===== src/rtl/window_minmax_tracker.sv =====
// ---------------------------------------------------------------------------
// window_minmax_tracker
//
// Purpose:
//   Streaming statistics stage that sits downstream of the n-bit comparator.
//   It accepts N-bit samples over a valid/ready handshake and groups them
//   into windows of WIN samples. For each window it tracks the running
//   minimum and maximum. It also counts how each sample relates to the one
//   before it (greater / smaller / equal). One result record per window is
//   presented on an output valid/ready handshake.
//
// Configuration:
//   SIGNED_CMP_EN - when defined, samples, min/max and every comparison are
//                   treated as two's complement signed N-bit values. When it
//                   is undefined, all comparisons are unsigned. The port list
//                   and timing are identical in both builds.
//
// Parameters:
//   N    - sample width in bits (N >= 2)
//   WIN  - samples per window (WIN >= 2)
//   CW   - count width, derived as $clog2(WIN); holds up to WIN-1
//
// Ports:
//   clk          in   rising-edge clock
//   rst_n        in   synchronous active-low reset
//   in_valid     in   in_data carries a sample
//   in_ready     out  block accepts a sample this cycle (high in ACCUM)
//   in_data      in   N-bit sample
//   out_valid    out  window result record is valid (high in DONE)
//   out_ready    in   consumer accepts the record
//   out_min      out  smallest sample in the window
//   out_max      out  largest sample in the window
//   out_greater  out  samples strictly greater than their predecessor
//   out_smaller  out  samples strictly smaller than their predecessor
//   out_equal    out  samples equal to their predecessor
// ---------------------------------------------------------------------------
module window_minmax_tracker #(
    parameter  int N   = 12,
    parameter  int WIN = 8,
    localparam int CW  = $clog2(WIN)
) (
    input  logic          clk,
    input  logic          rst_n,
    input  logic          in_valid,
    output logic          in_ready,
    input  logic [N-1:0]  in_data,
    output logic          out_valid,
    input  logic          out_ready,
    output logic [N-1:0]  out_min,
    output logic [N-1:0]  out_max,
    output logic [CW-1:0] out_greater,
    output logic [CW-1:0] out_smaller,
    output logic [CW-1:0] out_equal
);

    typedef enum logic [0:0] {
        ACCUM = 1'b0,
        DONE  = 1'b1
    } state_t;

    state_t        state, state_nxt;

    logic [CW-1:0] idx_q,  idx_nxt;
    logic [N-1:0]  prev_q, prev_nxt;
    logic [N-1:0]  min_q,  min_nxt;
    logic [N-1:0]  max_q,  max_nxt;
    logic [CW-1:0] gt_q,   gt_nxt;
    logic [CW-1:0] lt_q,   lt_nxt;
    logic [CW-1:0] eq_q,   eq_nxt;

    logic          in_xfer;
    logic          out_xfer;
    logic          last_sample;
    logic          first_sample;

    // Single ordering primitive. The rest of the datapath uses only this
    // function, so the signed build changes the compare and nothing else.
    function automatic logic less_than(input logic [N-1:0] a,
                                       input logic [N-1:0] b);
`ifdef SIGNED_CMP_EN
        return $signed(a) < $signed(b);
`else
        return a < b;
`endif
    endfunction

    assign first_sample = (idx_q == '0);
    assign last_sample  = (idx_q == CW'(WIN - 1));

    // -----------------------------------------------------------------------
    // FSM: state register
    // -----------------------------------------------------------------------
    always_ff @(posedge clk) begin
        if (!rst_n) begin
            state <= ACCUM;
        end else begin
            state <= state_nxt;
        end
    end

    // -----------------------------------------------------------------------
    // FSM: next state and handshake outputs
    // -----------------------------------------------------------------------
    always_comb begin
        state_nxt = state;
        in_ready  = 1'b0;
        out_valid = 1'b0;
        in_xfer   = 1'b0;
        out_xfer  = 1'b0;

        unique case (state)
            ACCUM: begin
                in_ready = 1'b1;
                in_xfer  = in_valid;
                if (in_valid && last_sample) begin
                    state_nxt = DONE;
                end
            end
            DONE: begin
                out_valid = 1'b1;
                out_xfer  = out_ready;
                if (out_ready) begin
                    state_nxt = ACCUM;
                end
            end
            default: begin
                state_nxt = ACCUM;
            end
        endcase
    end

    // -----------------------------------------------------------------------
    // Window statistics: next-value logic
    // -----------------------------------------------------------------------
    always_comb begin
        idx_nxt  = idx_q;
        prev_nxt = prev_q;
        min_nxt  = min_q;
        max_nxt  = max_q;
        gt_nxt   = gt_q;
        lt_nxt   = lt_q;
        eq_nxt   = eq_q;

        if (out_xfer) begin
            // The record has been consumed, so start the next window clean.
            idx_nxt  = '0;
            prev_nxt = '0;
            min_nxt  = '0;
            max_nxt  = '0;
            gt_nxt   = '0;
            lt_nxt   = '0;
            eq_nxt   = '0;
        end else if (in_xfer) begin
            prev_nxt = in_data;

            // The index holds at WIN-1 while DONE. This avoids relying on a
            // power-of-two wrap, and the output transfer clears the index.
            if (!last_sample) begin
                idx_nxt = idx_q + CW'(1);
            end

            if (first_sample) begin
                // Sample 0 has no predecessor. It seeds min/max/prev and
                // leaves the counts untouched.
                min_nxt = in_data;
                max_nxt = in_data;
            end else begin
                if (less_than(in_data, prev_q)) begin
                    lt_nxt = lt_q + CW'(1);
                end else if (less_than(prev_q, in_data)) begin
                    gt_nxt = gt_q + CW'(1);
                end else begin
                    eq_nxt = eq_q + CW'(1);
                end

                if (less_than(in_data, min_q)) begin
                    min_nxt = in_data;
                end
                if (less_than(max_q, in_data)) begin
                    max_nxt = in_data;
                end
            end
        end
    end

    // -----------------------------------------------------------------------
    // Window statistics: registers
    // -----------------------------------------------------------------------
    always_ff @(posedge clk) begin
        if (!rst_n) begin
            idx_q  <= '0;
            prev_q <= '0;
            min_q  <= '0;
            max_q  <= '0;
            gt_q   <= '0;
            lt_q   <= '0;
            eq_q   <= '0;
        end else begin
            idx_q  <= idx_nxt;
            prev_q <= prev_nxt;
            min_q  <= min_nxt;
            max_q  <= max_nxt;
            gt_q   <= gt_nxt;
            lt_q   <= lt_nxt;
            eq_q   <= eq_nxt;
        end
    end

    // No input is accepted in DONE, so the registers stay frozen there.
    // The record therefore holds stable under backpressure without any
    // extra output latch.
    assign out_min     = min_q;
    assign out_max     = max_q;
    assign out_greater = gt_q;
    assign out_smaller = lt_q;
    assign out_equal   = eq_q;

endmodule


===== config.mk =====
export PLATFORM = sky130hd
export DESIGN_NAME = window_minmax_tracker
export DESIGN_NICKNAME = d
export VERILOG_FILES = /design/src/rtl/window_minmax_tracker.sv
export SDC_FILE = /design/constraint.sdc
export NUM_CORES = 1
export LEC_CHECK = 0
export CAP_MARGIN = 10
export CELL_PAD_IN_SITES_DETAIL_PLACEMENT = 0
export CELL_PAD_IN_SITES_GLOBAL_PLACEMENT = 2
export CORE_ASPECT_RATIO = 1.2
export CORE_UTILIZATION = 34
export DETAILED_ROUTE_END_ITERATION = 6
export PLACE_DENSITY_LB_ADDON = 0.1
export SLEW_MARGIN = 10
export SYNTH_ARGS = -nofsm -noshare
export SYNTH_HDL_FRONTEND = slang
export SYNTH_SLANG_ARGS = --single-unit

===== constraint.sdc =====
create_clock -name clk -period 3.9 [get_ports clk]
set_input_delay 0.78 -clock clk [delete_from_list [all_inputs] [get_ports clk]]
set_output_delay 0.78 -clock clk [all_outputs]
set_load 0.01 [all_outputs]

# == Yosys cells after proc, flatten, opt, wreduce, memory -nomap -nowiden ==
# Cells that the tools add are included.
# Widths: inputs -> output; s select.
# totals
regBits,49
in_bits,16
wordCells,45
# classes
addsub,4
order_cmp,4
n_eq_ne,1
n_mux,11
bitwise,6
n_reduce_logical,11
# ops
op,n
$lt 12x12->1,4
$mux 12,4
$add 3x1->3 const B,4
$reduce_and 4->1,2
$mux 1,6
$not 1->1,6
$reduce_and 2->1,3
$reduce_bool 2->1,2
$eq 3x3->1 const B,1
$logic_not 3->1,1
$reduce_and 3->1,1
$pmux 1 s2,1
$reduce_or 2->1,1
$logic_and 1x1->1,1

# == Logic depth before layout (Yosys ltp) ==
# logic_depth
word_depth,4
depth_mapped,8

# == Worst setup path after synthesis ==
# Ideal clock, no wire load.
# synth_timing
path_type,input port to flip-flop
start,input in_data[10]
end,"register min_q[10], in the netlist out_min[10]"
setup_ps,72
arrival_time_ps,2247
setup_slack_ps,1581
cell_stages,7
n_path_buf,1
cell_sequence,ha_1 -> a21oi_1 -> nand2_1 -> a2111oi_4 -> a2bb2oi_2 -> buf_6 -> mux2i_1
# synth_via
elab_chain_len,3
elab_cells_between_ends,5
cone_classes,1 x order compare; 2 x mux; 2 x reduce/logical
# synth_lines
item,line_no,text
"start, declared",46,"input logic [N-1:0] in_data,"
$lt 12x12->1,83,return a < b;
$reduce_bool 2->1 (no line),--,
$reduce_and 2->1 (no line),--,
"end signal, assigned",201,min_q <= min_nxt;
"end, declared",65,"logic [N-1:0] min_q, min_nxt;"
# Several ways; a longest one is shown, not always the timed one. The select of a mux whose other input is x is not followed.
# A chain may end at the register's enable or synchronous reset.

# == Final worst setup path ==
# layout_timing
start,input in_data[10]
end,"register min_q[1], in the netlist out_min[1]"
# layout_via
elab_chain_len,3
# layout_lines
item,line_no
$lt 12x12->1,83
$reduce_bool 2->1 (no line),--
$reduce_and 2->1 (no line),--
# Every way passes these cells.

==> metrics.txt <==
# TYPE chip_impl_metric gauge
chip_impl_metric{name="num_io_pins",unit=""} 51
chip_impl_metric{name="crit_required",unit="ps"} 4130
chip_impl_metric{name="hold_path_depth",unit=""} 2
chip_impl_metric{name="worst_ir_drop_vdd",unit="µV"} 163
chip_impl_info{name="crit_start",value="in_data[10]"} 1
chip_impl_metric{name="postCtsSetupRepairBufs",unit=""} 0
chip_impl_metric{name="total_power",unit="W"} 0.00124
chip_impl_metric{name="final_cell_count_no_fill",unit=""} 506
chip_impl_metric{name="synthesis.area_per_instance",unit="µm²"} 8.58
chip_impl_metric{name="path_clk_slew",unit="ps"} 90
chip_impl_metric{name="antenna_found_initial",unit=""} 0
chip_impl_info{name="yosys_top_cell_by_area",value="dfxtp_1"} 1
chip_impl_metric{name="place.port_buffers",unit=""} 50
chip_impl_metric{name="htreeDepth",unit=""} 2
chip_impl_metric{name="ys_types",unit=""} 43
chip_impl_info{name="holdCritPathClass",value="reg -> reg"} 1
chip_impl_metric{name="final_min_period_over_clock_period",unit="%"} 72.9
chip_impl_metric{name="max_stage_delay",unit="ps"} 500
chip_impl_metric{name="setup_viol",unit=""} 0
chip_impl_metric{name="layout.filler_cells",unit=""} 858
chip_impl_metric{name="reg2reg_setup_slack",unit="ps"} 1700
chip_impl_metric{name="grt.total_usage",unit="%"} 15.5
chip_impl_metric{name="diodes",unit=""} 0
chip_impl_info{name="outcome",value="finished, final reports clean"} 1
chip_impl_metric{name="tightestPinTransition",unit="ps"} 592
chip_impl_metric{name="syn-cell-area",unit="µm²"} 2930
chip_impl_metric{name="postSynthCellCount",unit=""} 342
chip_impl_metric{name="clkLatencyLatePin",unit="ps"} 300
chip_impl_metric{name="number_of_global_route_vias_before_repair",unit=""} 2290
chip_impl_metric{name="internal_power",unit="W"} 0.000865
chip_impl_metric{name="dr.first_iter.drc_count",unit=""} 92
chip_impl_metric{name="dp.cells",unit=""} 499
chip_impl_metric{name="cp.arrival",unit="ps"} 3070
chip_impl_metric{name="maximum_root_to_sink_buffer_count",unit=""} 2
chip_impl_metric{name="pwr-share-clk",unit="%"} 25.0
chip_impl_metric{name="max_slew_margin",unit="%"} 60.5
chip_impl_metric{name="fin_worst_hold_slack",unit="ps"} 467
chip_impl_metric{name="grt_max_degree",unit=""} 39
chip_impl_info{name="netlist_top_cells_area",value="dfxtp_1, ha_1, nand2_1"} 1
chip_impl_metric{name="power.share.combinational",unit="%"} 28.2
chip_impl_metric{name="routedWlPerCell",unit="µm"} 13.4
chip_impl_metric{name="cts_resized",unit=""} 0
chip_impl_metric{name="place_hpwl",unit="µm"} 5150
chip_impl_metric{name="finalHoldViolCount",unit=""} 0
chip_impl_metric{name="viasPerCell",unit=""} 4.87
chip_impl_info{name="crit_type",value="in -> reg"} 1
chip_impl_metric{name="initial_utilization",unit="%"} 35.6
chip_impl_metric{name="die_h",unit="µm"} 104
chip_impl_metric{name="power_share_of_the_sequential_group",unit="%"} 46.8
chip_impl_metric{name="gp_routability_congestion",unit=""} 0.733
chip_impl_metric{name="total_switching_power",unit="W"} 0.000378
chip_impl_metric{name="synth_async_sr_flop_share",unit="%"} 0
chip_impl_metric{name="critPathMaxFanout",unit=""} 8
chip_impl_info{name="reg2reg_to",value="out_min[1]$_SDFFE_PP0P_"} 1
chip_impl_info{name="start_kind",value="primary input"} 1
chip_impl_metric{name="clock.fmax",unit="GHz"} 0.352
chip_impl_metric{name="yosys_register_bits",unit=""} 49
chip_impl_metric{name="syn_nets",unit=""} 398
chip_impl_metric{name="floorplan_die_area",unit="µm²"} 9010
chip_impl_metric{name="swShare",unit="%"} 30.4
chip_impl_metric{name="fp.coreArea",unit="µm²"} 8240
chip_impl_metric{name="timing.final.crit_period",unit="ps"} 2840
chip_impl_info{name="termination_of_the_worst_setup_path",value="out_min[1]$_SDFFE_PP0P_"} 1
chip_impl_metric{name="worst-r2r-cell-count",unit=""} 8
chip_impl_metric{name="power_per_cell_area",unit="nW/µm²"} 341
chip_impl_metric{name="synth-edff-count",unit=""} 0
chip_impl_metric{name="hold_buffers",unit=""} 0
chip_impl_info{name="rr_startpoint",value="out_min[10]$_SDFFE_PP0P_"} 1
chip_impl_metric{name="tritoncts.num_buffers",unit=""} 5
chip_impl_info{name="critical_path.endpoint_type",value="flop"} 1
chip_impl_metric{name="drive_above_1_share",unit="%"} 6.38
chip_impl_metric{name="slew_violations",unit=""} 0
chip_impl_metric{name="clkSinkCount",unit=""} 49
chip_impl_metric{name="dr_total_vias",unit=""} 2465
chip_impl_info{name="clock_tree.root_cell",value="clkbuf_8"} 1
chip_impl_metric{name="grt_remaining_overflow",unit=""} 0
chip_impl_info{name="hold_path_startpoint",value="prev_q[1]$_SDFFE_PP0P_"} 1
chip_impl_metric{name="drt_wl_total",unit="µm"} 6760
chip_impl_metric{name="timing.max_cap.violations",unit=""} 0
chip_impl_info{name="grt_setup_unrepaired",value="false"} 1
chip_impl_metric{name="detailedPlace.worstSlack",unit="ps"} 766
chip_impl_metric{name="grt_first_pass_wirelength",unit="µm"} 11100
chip_impl_metric{name="power.leakage",unit="nW"} 1.54
chip_impl_metric{name="setup_slack",unit="ps"} 1060
chip_impl_metric{name="yosys_warnings",unit=""} 0
chip_impl_metric{name="finalNetCount",unit=""} 448
chip_impl_info{name="tritoncts_clock_tree",value="built"} 1
chip_impl_info{name="ys_dominant_reg_cell",value="dfxtp_1"} 1
chip_impl_metric{name="drt_first_pass_iters",unit=""} 4
chip_impl_metric{name="drcViolationCount",unit=""} 0
chip_impl_metric{name="synth.yosys.seq_area_share",unit="%"} 33.4
chip_impl_info{name="critical_path.cell_chain",value="clkdlybuf4s50_1 -> ha_1 -> a21oi_1 -> nand2_1 -> a2111oi_4 -> a2bb2oi_2 -> buf_4 -> mux2i_1"} 1
chip_impl_info{name="critical_path.slowest_cell",value="clkdlybuf4s50_1"} 1
chip_impl_metric{name="syn2layout_area_growth",unit="%"} 24.1
chip_impl_metric{name="final_worst_clock_skew",unit="ps"} 7.85
chip_impl_metric{name="die-width",unit="µm"} 86.8
chip_impl_metric{name="post-synth-top-area-fraction",unit="%"} 33.4
chip_impl_metric{name="row_count",unit=""} 36
chip_impl_metric{name="fin_setup_tns",unit="ps"} 0
chip_impl_metric{name="antenna_violating_nets_post_route",unit=""} 0
[worst max-delay path, delay by kind of cell]
| kind | cells | cell delay (ps) |
|---|---|---|
| AO/OA/AOI/OAI | 3 | 860 |
| adder cells (fa/ha/maj) | 1 | 370 |
| buffers and inverters | 2 | 760 |
| multiplexers | 1 | 190 |
| AND/OR/NAND/NOR | 1 | 100 |
[worst min path at each step]
stage	to	slack [ps]
final	prev_q[1]$_SDFFE_PP0P_	470
after global routing	prev_q[11]$_SDFFE_PP0P_	480
after CTS	prev_q[1]$_SDFFE_PP0P_	470
after detailed placement	prev_q[1]$_SDFFE_PP0P_	450
after global placement	prev_q[0]$_SDFFE_PP0P_	450
after floorplan	prev_q[0]$_SDFFE_PP0P_	440
[stage by stage]
stage / utilization [%] / cell area, µm²
6_report: 44.2 / 3640
5_1_grt: 44.2 / 3640
4_1_cts: 44.2 / 3640
3_5_place_dp: 43.1 / 3560
3_3_place_gp: 43.1 / 3560
2_1_floorplan: - / 2930
[Yosys cell counts (3+ instances only)]
library cell	instances
nand2_1	80
dfxtp_1	49
ha_1	40
a21oi_1	29
inv_1	27
mux2i_1	27
nand3_1	10
nor2_1	10
o21ai_0	7
buf_2	5
nand4_1	5
or4_1	5
clkbuf_1	4
o21a_1	4
a21o_1	3
nor2b_1	3
[layer usage]
metal  vias up  wire length, µm  track usage (%)
li1       1285                -                -
met1      1135             3340             20.7
met2        39             3120             25.4
met3         6              213             2.47
met4         0               85             4.64
met5         -                0                0
[flip-flops by register name, indices dropped and copies added, names as in the netlist]
name,cells
out_min,12
out_smaller,3
out_greater,3
out_max,12
idx_q,3
state,1
prev_q,12
out_equal,3
[power by group through the flow]
| stage | combinational [W] | clock [W] | sequential (W) |
|---|---|---|---|
| floorplan | 0.000205 | 0 | 0.000602 |
| CTS | 0.000357 | 0.000325 | 0.000583 |
| global placement | 0.000352 | 0 | 0.000594 |
| global route | 0.000391 | 0.000341 | 0.000589 |
| detailed placement | 0.000355 | 0 | 0.000594 |
| finish | 0.000351 | 0.000310 | 0.000582 |
[cell families (layout without fill, tap and decap cells)]
kind of cell	Yosys count	count (layout)	share of synthesized area (%)
muxes	29	29	9.98
adders and majority gates	40	40	17.1
DFF	49	49	33.4
xor gates and xnor gates	1	1	0.299
and+or+nand+nor	125	125	19.7
buffers and inverters	39	89	5.71
AOI/OAI and AO/OA	59	59	13.8
[placed cells by master (no fill, tap or decap), types with 3 or more instances in the layout]
cell / netlist / layout
buf_4: 0 / 4
o21ai_0: 7 / 7
inv_1: 27 / 27
ha_1: 40 / 40
o21a_1: 4 / 4
nor2_1: 10 / 10
clkbuf_8: 0 / 6
or4_1: 5 / 5
nand2_1: 80 / 80
a21o_1: 3 / 3
a21oi_1: 29 / 29
dfxtp_1: 49 / 49
nand3_1: 10 / 10
nor2b_1: 3 / 3
mux2i_1: 27 / 27
clkdlybuf4s50_1: 0 / 50
nand4_1: 5 / 5
[layout make-up]
class                           count  area, µm²  area share, %
Timing Repair Buffer               54        531           14.6
Multi-Input combinational cell    254       1800           49.3
Tap cell                          114        143           3.92
Inverter                           28        105           2.89
Clock buffer                        7       86.3           2.37
Sequential cell                    49        981           26.9
Note: power is estimated with default switching activity, not from simulation.
